$ cat config.mk
export PLATFORM = sky130hd
export DESIGN_NAME = data_mem_if
export DESIGN_NICKNAME = d
export VERILOG_FILES = /design/src/rtl/data_mem_if_pkg.sv /design/src/rtl/data_mem_if_store_align.sv /design/src/rtl/data_mem_if.sv
export SDC_FILE = /design/constraint.sdc
export NUM_CORES = 1
export LEC_CHECK = 0
export ABC_CLOCK_PERIOD_IN_PS = 1480
export BUFFER_PORTS_ARGS = -buffer_cell sky130_fd_sc_hd__buf_4
export CAP_MARGIN = 10
export CORE_MARGIN = 2
export CORE_UTILIZATION = 35
export CTS_CLUSTER_SIZE = 12
export DETAILED_ROUTE_END_ITERATION = 10
export GPL_TIMING_DRIVEN = 0
export PLACE_DENSITY_LB_ADDON = 0.2
export REMOVE_ABC_BUFFERS = 1
export SLEW_MARGIN = 10
export SYNTH_ARGS = -nofsm -noshare
export SYNTH_HDL_FRONTEND = slang
export SYNTH_HIERARCHICAL = 1
export SYNTH_SLANG_ARGS = --single-unit
$ cat constraint.sdc
create_clock -name clk -period 1.48 [get_ports clk]
set_clock_uncertainty 0.05 [all_clocks]
set_input_delay 0.074 -clock clk [delete_from_list [all_inputs] [get_ports clk]]
set_output_delay 0.074 -clock clk [all_outputs]
set_load 0.03 [all_outputs]
$ cat src/rtl/data_mem_if_pkg.sv
// Shared types for the data-memory bus interface: access sizes, FSM states and the latched bus command.
package data_mem_if_pkg;

  localparam int unsigned ADDR_W = 32;
  localparam int unsigned DATA_W = 32;
  localparam int unsigned BE_W   = DATA_W / 8;

  typedef enum logic [1:0] {
    STORE_WORD = 2'b00,
    STORE_HALF = 2'b01,
    STORE_BYTE = 2'b10
  } store_type_e;

  typedef enum logic [1:0] {
    DMI_IDLE = 2'b00,
    DMI_REQ  = 2'b01,
    DMI_DONE = 2'b10
  } dmi_state_e;

  typedef struct packed {
    logic              we;
    logic [ADDR_W-1:0] addr;
    logic [BE_W-1:0]   be;
    logic [DATA_W-1:0] wdata;
  } bus_cmd_t;

  // Natural alignment rule; the undefined size code behaves as a word.
  function automatic logic is_misaligned(input store_type_e st, input logic [1:0] lo);
    logic mis;
    case (st)
      STORE_BYTE: mis = 1'b0;
      STORE_HALF: mis = lo[0];
      default:    mis = (lo != 2'b00);
    endcase
    return mis;
  endfunction

endpackage

$ cat src/rtl/data_mem_if_store_align.sv
// Store byte-lane steering: replicates the right-aligned store data across lanes and selects enables.
module data_mem_if_store_align
  import data_mem_if_pkg::*;
(
  input  store_type_e       store_type,
  input  logic [1:0]        addr_lo,
  input  logic [DATA_W-1:0] wdata,
  output logic [BE_W-1:0]   be_c,
  output logic [DATA_W-1:0] wdata_c
);

  always_comb begin
    be_c    = '1;
    wdata_c = wdata;
    case (store_type)
      STORE_HALF: begin
        be_c    = addr_lo[1] ? 4'b1100 : 4'b0011;
        wdata_c = {2{wdata[15:0]}};
      end
      STORE_BYTE: begin
        be_c    = BE_W'(1) << addr_lo;
        wdata_c = {4{wdata[7:0]}};
      end
      default: ;
    endcase
  end

endmodule

$ cat src/rtl/data_mem_if.sv
// Data-memory bus interface and MDR: one bus access per request, read word captured in MDR.
// Optional macro MISALIGN_TRAP_EN traps misaligned word/half accesses without starting a bus cycle.
module data_mem_if
  import data_mem_if_pkg::*;
#(
  parameter int unsigned TIMEOUT   = 255,
  parameter int unsigned TIMEOUT_W = 8
) (
  input  logic              clk,
  input  logic              rst,
  input  logic              MemRead,
  input  logic              MemWrite,
  input  logic [1:0]        StoreType,
  input  logic [ADDR_W-1:0] Addr,
  input  logic [DATA_W-1:0] WriteData,
  output logic [DATA_W-1:0] MDR,
  output logic              MemDone,
  output logic              Busy,
  output logic              BusErr,
  output logic              MisalignErr,
  output logic              bus_req,
  output logic              bus_we,
  output logic [ADDR_W-1:0] bus_addr,
  output logic [BE_W-1:0]   bus_be,
  output logic [DATA_W-1:0] bus_wdata,
  input  logic [DATA_W-1:0] bus_rdata,
  input  logic              bus_ack
);

  dmi_state_e           state_q, state_d;
  logic [TIMEOUT_W-1:0] cnt_q, cnt_d;
  bus_cmd_t             cmd_q, cmd_d;
  logic [DATA_W-1:0]    mdr_q, mdr_d;
  logic                 bus_req_q, bus_req_d;
  logic                 done_q, done_d;
  logic                 busy_q, busy_d;
  logic                 bus_err_q, bus_err_d;
  logic                 mis_err_q, mis_err_d;
  logic [BE_W-1:0]      be_c;
  logic [DATA_W-1:0]    wdata_c;
  logic                 misalign_c;

  data_mem_if_store_align u_store_align (
    .store_type (store_type_e'(StoreType)),
    .addr_lo    (Addr[1:0]),
    .wdata      (WriteData),
    .be_c       (be_c),
    .wdata_c    (wdata_c)
  );

`ifdef MISALIGN_TRAP_EN
  assign misalign_c = is_misaligned(store_type_e'(StoreType), Addr[1:0]);
`else
  assign misalign_c = 1'b0;
`endif

  // Next state and next register values.
  always_comb begin
    state_d   = state_q;
    cnt_d     = cnt_q;
    cmd_d     = cmd_q;
    mdr_d     = mdr_q;
    bus_req_d = 1'b0;
    done_d    = 1'b0;
    bus_err_d = 1'b0;
    mis_err_d = 1'b0;
    case (state_q)
      DMI_IDLE: begin
        if (MemWrite || MemRead) begin
          if (misalign_c) begin
            state_d   = DMI_DONE;
            done_d    = 1'b1;
            mis_err_d = 1'b1;
          end else begin
            state_d     = DMI_REQ;
            bus_req_d   = 1'b1;
            cnt_d       = '0;
            cmd_d.we    = MemWrite;
            cmd_d.addr  = {Addr[ADDR_W-1:2], 2'b00};
            cmd_d.be    = MemWrite ? be_c : '1;
            cmd_d.wdata = wdata_c;
          end
        end
      end
      DMI_REQ: begin
        cnt_d = cnt_q + TIMEOUT_W'(1);
        if (bus_ack) begin
          state_d = DMI_DONE;
          done_d  = 1'b1;
          if (!cmd_q.we) mdr_d = bus_rdata;
        end else if (cnt_q == TIMEOUT_W'(TIMEOUT - 1)) begin
          state_d   = DMI_DONE;
          done_d    = 1'b1;
          bus_err_d = 1'b1;
        end else begin
          bus_req_d = 1'b1;
        end
      end
      DMI_DONE: state_d = DMI_IDLE;
      default:  state_d = DMI_IDLE;
    endcase
    busy_d = (state_d != DMI_IDLE);
  end

  always_ff @(posedge clk) begin
    if (rst) begin
      state_q   <= DMI_IDLE;
      cnt_q     <= '0;
      cmd_q     <= '0;
      mdr_q     <= '0;
      bus_req_q <= 1'b0;
      done_q    <= 1'b0;
      busy_q    <= 1'b0;
      bus_err_q <= 1'b0;
      mis_err_q <= 1'b0;
    end else begin
      state_q   <= state_d;
      cnt_q     <= cnt_d;
      cmd_q     <= cmd_d;
      mdr_q     <= mdr_d;
      bus_req_q <= bus_req_d;
      done_q    <= done_d;
      busy_q    <= busy_d;
      bus_err_q <= bus_err_d;
      mis_err_q <= mis_err_d;
    end
  end

  assign MDR         = mdr_q;
  assign MemDone     = done_q;
  assign Busy        = busy_q;
  assign BusErr      = bus_err_q;
  assign MisalignErr = mis_err_q;
  assign bus_req     = bus_req_q;
  assign bus_we      = cmd_q.we;
  assign bus_addr    = cmd_q.addr;
  assign bus_be      = cmd_q.be;
  assign bus_wdata   = cmd_q.wdata;

endmodule

# Yosys cells after proc, flatten, opt, wreduce, memory -nomap -nowiden
# Cells that the tools add are included.
# W data, S select, Z words.
[totals]
inputBits = 103
output_inout_bits = 106
ff_bits = 113
wordCells = 45
[op_classes]
muxes = 16
n_reduce_logical = 9
n_bitwise = 2
add_sub_neg = 1
eq_ne = 5
shift = 1
[ops]
columns = ["cell", "count"]
rows = [
  ["$pmux W32 S2", 1],
  ["$pmux W8 S2", 1],
  ["$add A8 B1 Y8 const B", 1],
  ["$eq A8 B8 Y1 const B", 1],
  ["$mux W4", 2],
  ["$mux W8", 1],
  ["$pmux W4 S2", 1],
  ["$mux W2", 3],
  ["$mux W1", 5],
  ["$eq A2 B1 Y1 const B", 2],
  ["$pmux W2 S2", 1],
  ["$reduce_and A2 Y1", 2],
  ["$reduce_bool A2 Y1", 2],
  ["$shl A1 B2 Y4 const A", 1],
  ["$reduce_and A3 Y1", 1],
  ["$reduce_or A3 Y1", 1],
  ["$eq A2 B2 Y1 const B", 1],
  ["$logic_not A2 Y1", 1],
  ["$ne A2 B2 Y1 const B", 1],
  ["$not A1 Y1", 2],
  ["$pmux W1 S2", 1],
  ["$reduce_or A2 Y1", 1],
  ["$logic_or A1 B1 Y1", 1],
]

# Longest topological paths before layout
[logic_depth]
word_depth = 5
depth_mapped = 9
depth_no_buf = 7

# Cells and area by module
# Netlist, hierarchy kept.
[by_module_without_submodules]
columns = ["module", "cells_each", "seq_area_each_um2", "instances", "area_per_inst_um2"]
rows = [
  ["data_mem_if", 521, 2262.2, 1, 4314.1],
  ["data_mem_if_store_align", 90, 0.0, 1, 541.8],
]

# Least setup slack after synthesis
# OpenSTA, ideal clock, no wires.
[synth_timing]
path_kind = "reg2reg"
from = "register state_q[1]"
to = "register cnt_q[7]"
arrival_ns = 1.179
slack_ns = 0.131
period_less_slack_ns = 1.349
setup_ns = 0.121
n_path_buf = 1
t_required_ns = 1.309
stages_incl_launch_ff = 5
path_cell_list = "dfxtp_1 buf_2 nand2b_1 nor3_1 mux2_2"
[synth_via]
elab_chain_cells = 3
elab_cells_between_ends = 6
cone_classes = "eq/ne: 2; mux: 1; reduce/logical: 3"
[synth_lines]
columns = ["element", "line_no", "source"]
rows = [
  ["from (decl)", "data_mem_if.sv:30", "dmi_state_e state_q, state_d;"],
  ["from (signal assigned)", "data_mem_if.sv:117", "state_q <= state_d;"],
  ["$eq A2 B1 Y1 / $logic_not A2 Y1 (equally long branches)", "data_mem_if.sv:67", "case (state_q)"],
  ["$reduce_bool A2 Y1 (no line) / $ne A2 B2 Y1 (equally long branches)", "-", ""],
  ["$reduce_and A2 Y1 (no line)", "-", ""],
  ["to (signal assigned)", "data_mem_if.sv:118", "cnt_q <= cnt_d;"],
  ["to (decl)", "data_mem_if.sv:31", "logic [TIMEOUT_W-1:0] cnt_q, cnt_d;"],
]
# Parallel ways exist; a longest one is shown, timed or not.
# A chain may end at the register's enable or synchronous reset.

# Final worst setup path
# Ends and elaborated chain as after synthesis.

==> flow_summary.toml <==
[outcome]
status = "completed"

[run]
maxCapViolations = 0

[floorplanning]
die_h_um = 121.8
rows = 43
die_x_um = 121.8
dieArea_um2 = 14830
core-area_um2 = 13720
initial_core_util_pct = 35.39
ios = 209

[placement]
dp.cells = 931
portBuffers = 205
place_congestion = 0.7943
dp_hpwl_um = 9637

[worst_setup_path]
regToRegSetupSlack_ns = 0.04
crit_fanout = 14
cp_data_required_time_ns = 1.72
critical_path_class = "flip-flop to flip-flop"
end_kind = "flip-flop"
rr_endpoint = "cnt_q[7]"
worstRegToRegCells = 3
cp_data_arrival_time_ns = 1.68
reg2reg_from = "state_q[1]"
startpoint_type = "flip-flop"

[cells_and_area]
fillers = 1214
nets = 965
diodes = 0
layout-drive-gt1-share_pct = 29.77
instances_no_fill = 1050
finish.utilization_pct = 56.94
syn_to_final_growth_pct = 60.86

[yosys]
yosysSeqAreaShare_pct = 46.59
synth_enable_flop_cells = 0
synth_area_leaders = "dfxtp_1, a21oi_1, o21ai_0"
synth-seq-cells = 113
yosys.area.top_type_share_pct = 46.59
ys_types = 44
yosys_warnings = 6
syn_area_per_cell_um2 = 7.947
synth_flop_cell = "dfxtp_1"
yosysTopAreaCell = "dfxtp_1"
yosysMostFrequentCell = "dfxtp_1"
synth_common_cells = "dfxtp_1, a21oi_1, nand2_1"
synth_async_sr_flop_share_pct = 0
synthCells = 611
synth.cell_area_um2 = 4856

[min_path]
min_path_cells = 5
hold_end = "bus_wdata[20]"
min_from = "WriteData[20]"
hp-class = "input port to flip-flop"

[global_route]
grt_first_pass_wirelength_um = 24600
grtUsageTotal_pct = 21.13
antenna_found_initial = 0
grt_pass1_vias = 5002
grt.met1_usage_pct = 24.95
grt_max_degree = 114
grt_overflow = 0
grt_use_met3_pct = 3.792
busiest_layer = "met2"
met2_usage_pct = 37.19

[clock_network]
clk_pin_slew_worst_paths_ns = 0.05
root_buffer = "clkbuf_16"
clock_sinks = 113
cts_made_buffers = 17
htreeDepth = 4
cts_tree = "done"
clock_path_buffers = 2
clock_latency_ns = 0.40

[sta]
finalSetupViolCount = 0
max_slew.worst_pin.slew_ns = 1.220
rsz0062_at_grt = "no"
drv_slew = 0
max_clock_freq_mhz = 695.9
hold_viol_final = 0
timing.final.crit_share_pct = 97.09
period_minus_slack_ns = 1.437
slew_headroom_pct = 18.67

[power_and_ir_drop]
peakVddDrop_uv = 709.9
p_leak_nw = 3.301
power_density_nw_per_um2 = 1206

[detailed_routing]
drt_iter0_markers = 357
wirelength_um = 16500
vias = 5352
drcViolationCount = 0
drtAntennaViolNets = 0
wl_per_cell_um = 15.71
drt_first_pass_iters = 6
viasPerCell = 5.097
critical path, stage by stage, from the launching register on:
cell	delay, ns
dfxtp_4	0.41
nand2b_2	0.25
nor3_1	0.25
mux2_2	0.36
cells in the final DEF (no fill, tap or decap), drive strengths merged:
master         n
a211oi         1
a21o           4
a21oi        104
a22o           8
a22oi          8
a311oi         2
a41oi          1
and2b          1
and3           1
buf          212
bufinv         1
clkbuf        27
clkinv         4
conb           3
dfxtp        113
dlygate4sd3   81
ha             5
inv            5
mux2           1
nand2         90
nand2b         5
nand3         65
nand3b         1
nand4          1
nand4b         1
nand4bb        1
nor2          13
nor2b          2
nor3           7
nor4b          1
nor4bb         1
o211ai         1
o21a           2
o21ai         83
o221ai         1
o41ai          2
or2            6
or3            3
or3b           1
xor2           1
through the flow:
step                      hold slack, ns  area, um^2  setup TNS [ns]  power, mW  worst slack, ns
after global routing             0.03128        7811               0      9.778         0.001946
final                            0.01470        7811               0      9.420          0.04304
after detailed placement          0.2511        6325          -41.57      5.366          -0.8463
after CTS                       0.001662        7801               0      9.477          0.04996
after global placement            0.2469        6228         -264.38      5.288           -2.915
after floorplan                  0.09307        4464         -104.96      4.474           -1.723
report_power, final:
group          switching, mW  total [mW]  internal, mW
logic                   1.25        2.16         0.905
registers              0.144        3.42          3.28
clock network           1.32        3.84          2.52
total                   2.72        9.42          6.70
layer usage:
metal | wire (um) | share of wire, %
met1 | 6908 | 42
met2 | 8345 | 51
met3 | 902 | 5.5
met4 | 340 | 2.1
met5 | 0 | 0
area by class of cell:
| type | instances | area, um^2 | area share, % |
|---|---|---|---|
| Clock buffer | 27 | 513.0 | 6.567 |
| Timing Repair Buffer | 293 | 2451 | 31.38 |
| Inverter | 5 | 18.77 | 0.2403 |
| Sequential cell | 113 | 2272 | 29.09 |
| Tap cell | 180 | 225.2 | 2.883 |
| Multi-Input combinational cell | 427 | 2281 | 29.20 |
| Clock inverter | 5 | 50.05 | 0.6407 |
logic make-up after synthesis:
| kind of cell | share of synthesized area, % |
|---|---|
| AND/OR/NAND/NOR | 18.76 |
| other | 0.07723 |
| XOR/XNOR | 0.1804 |
| multiplexers | 0.2319 |
| adder cells (fa/ha/maj) | 1.288 |
| flip-flops | 46.59 |
| AO/OA/AOI/OAI | 24.27 |
| buffers and inverters | 8.606 |
worst max-delay path by stage:
stage,end,cells past startpoint,startpoint
after global placement,MDR[29],3,state_q[0]
after global routing,bus_addr[7],3,state_q[0]
after detailed placement,bus_wdata[15],7,StoreType[0]
after CTS,bus_wdata[21],3,state_q[1]
final,cnt_q[7],3,state_q[1]
after floorplan,MDR[0],3,state_q[0]
flip-flops by register name, indices dropped and copies added, names as in the netlist:
name / flops
bus_be: 4
BusErr: 1
MDR: 32
cnt_q: 8
bus_addr: 30
state_q: 2
bus_we: 1
Busy: 1
bus_req: 1
MemDone: 1
bus_wdata: 32
repair_timing:
item / in CTS / in global routing
endpoints found under the setup margin: 106 / 10
setup buffers: 3 / 0
cloned: 3 / 0
hold buffers: 81 / 0
pin swaps: 3 / 2
gates resized for setup: 12 / 5
endpoints found under the hold margin: 84 / 0
(Power assumes the default switching activity.)
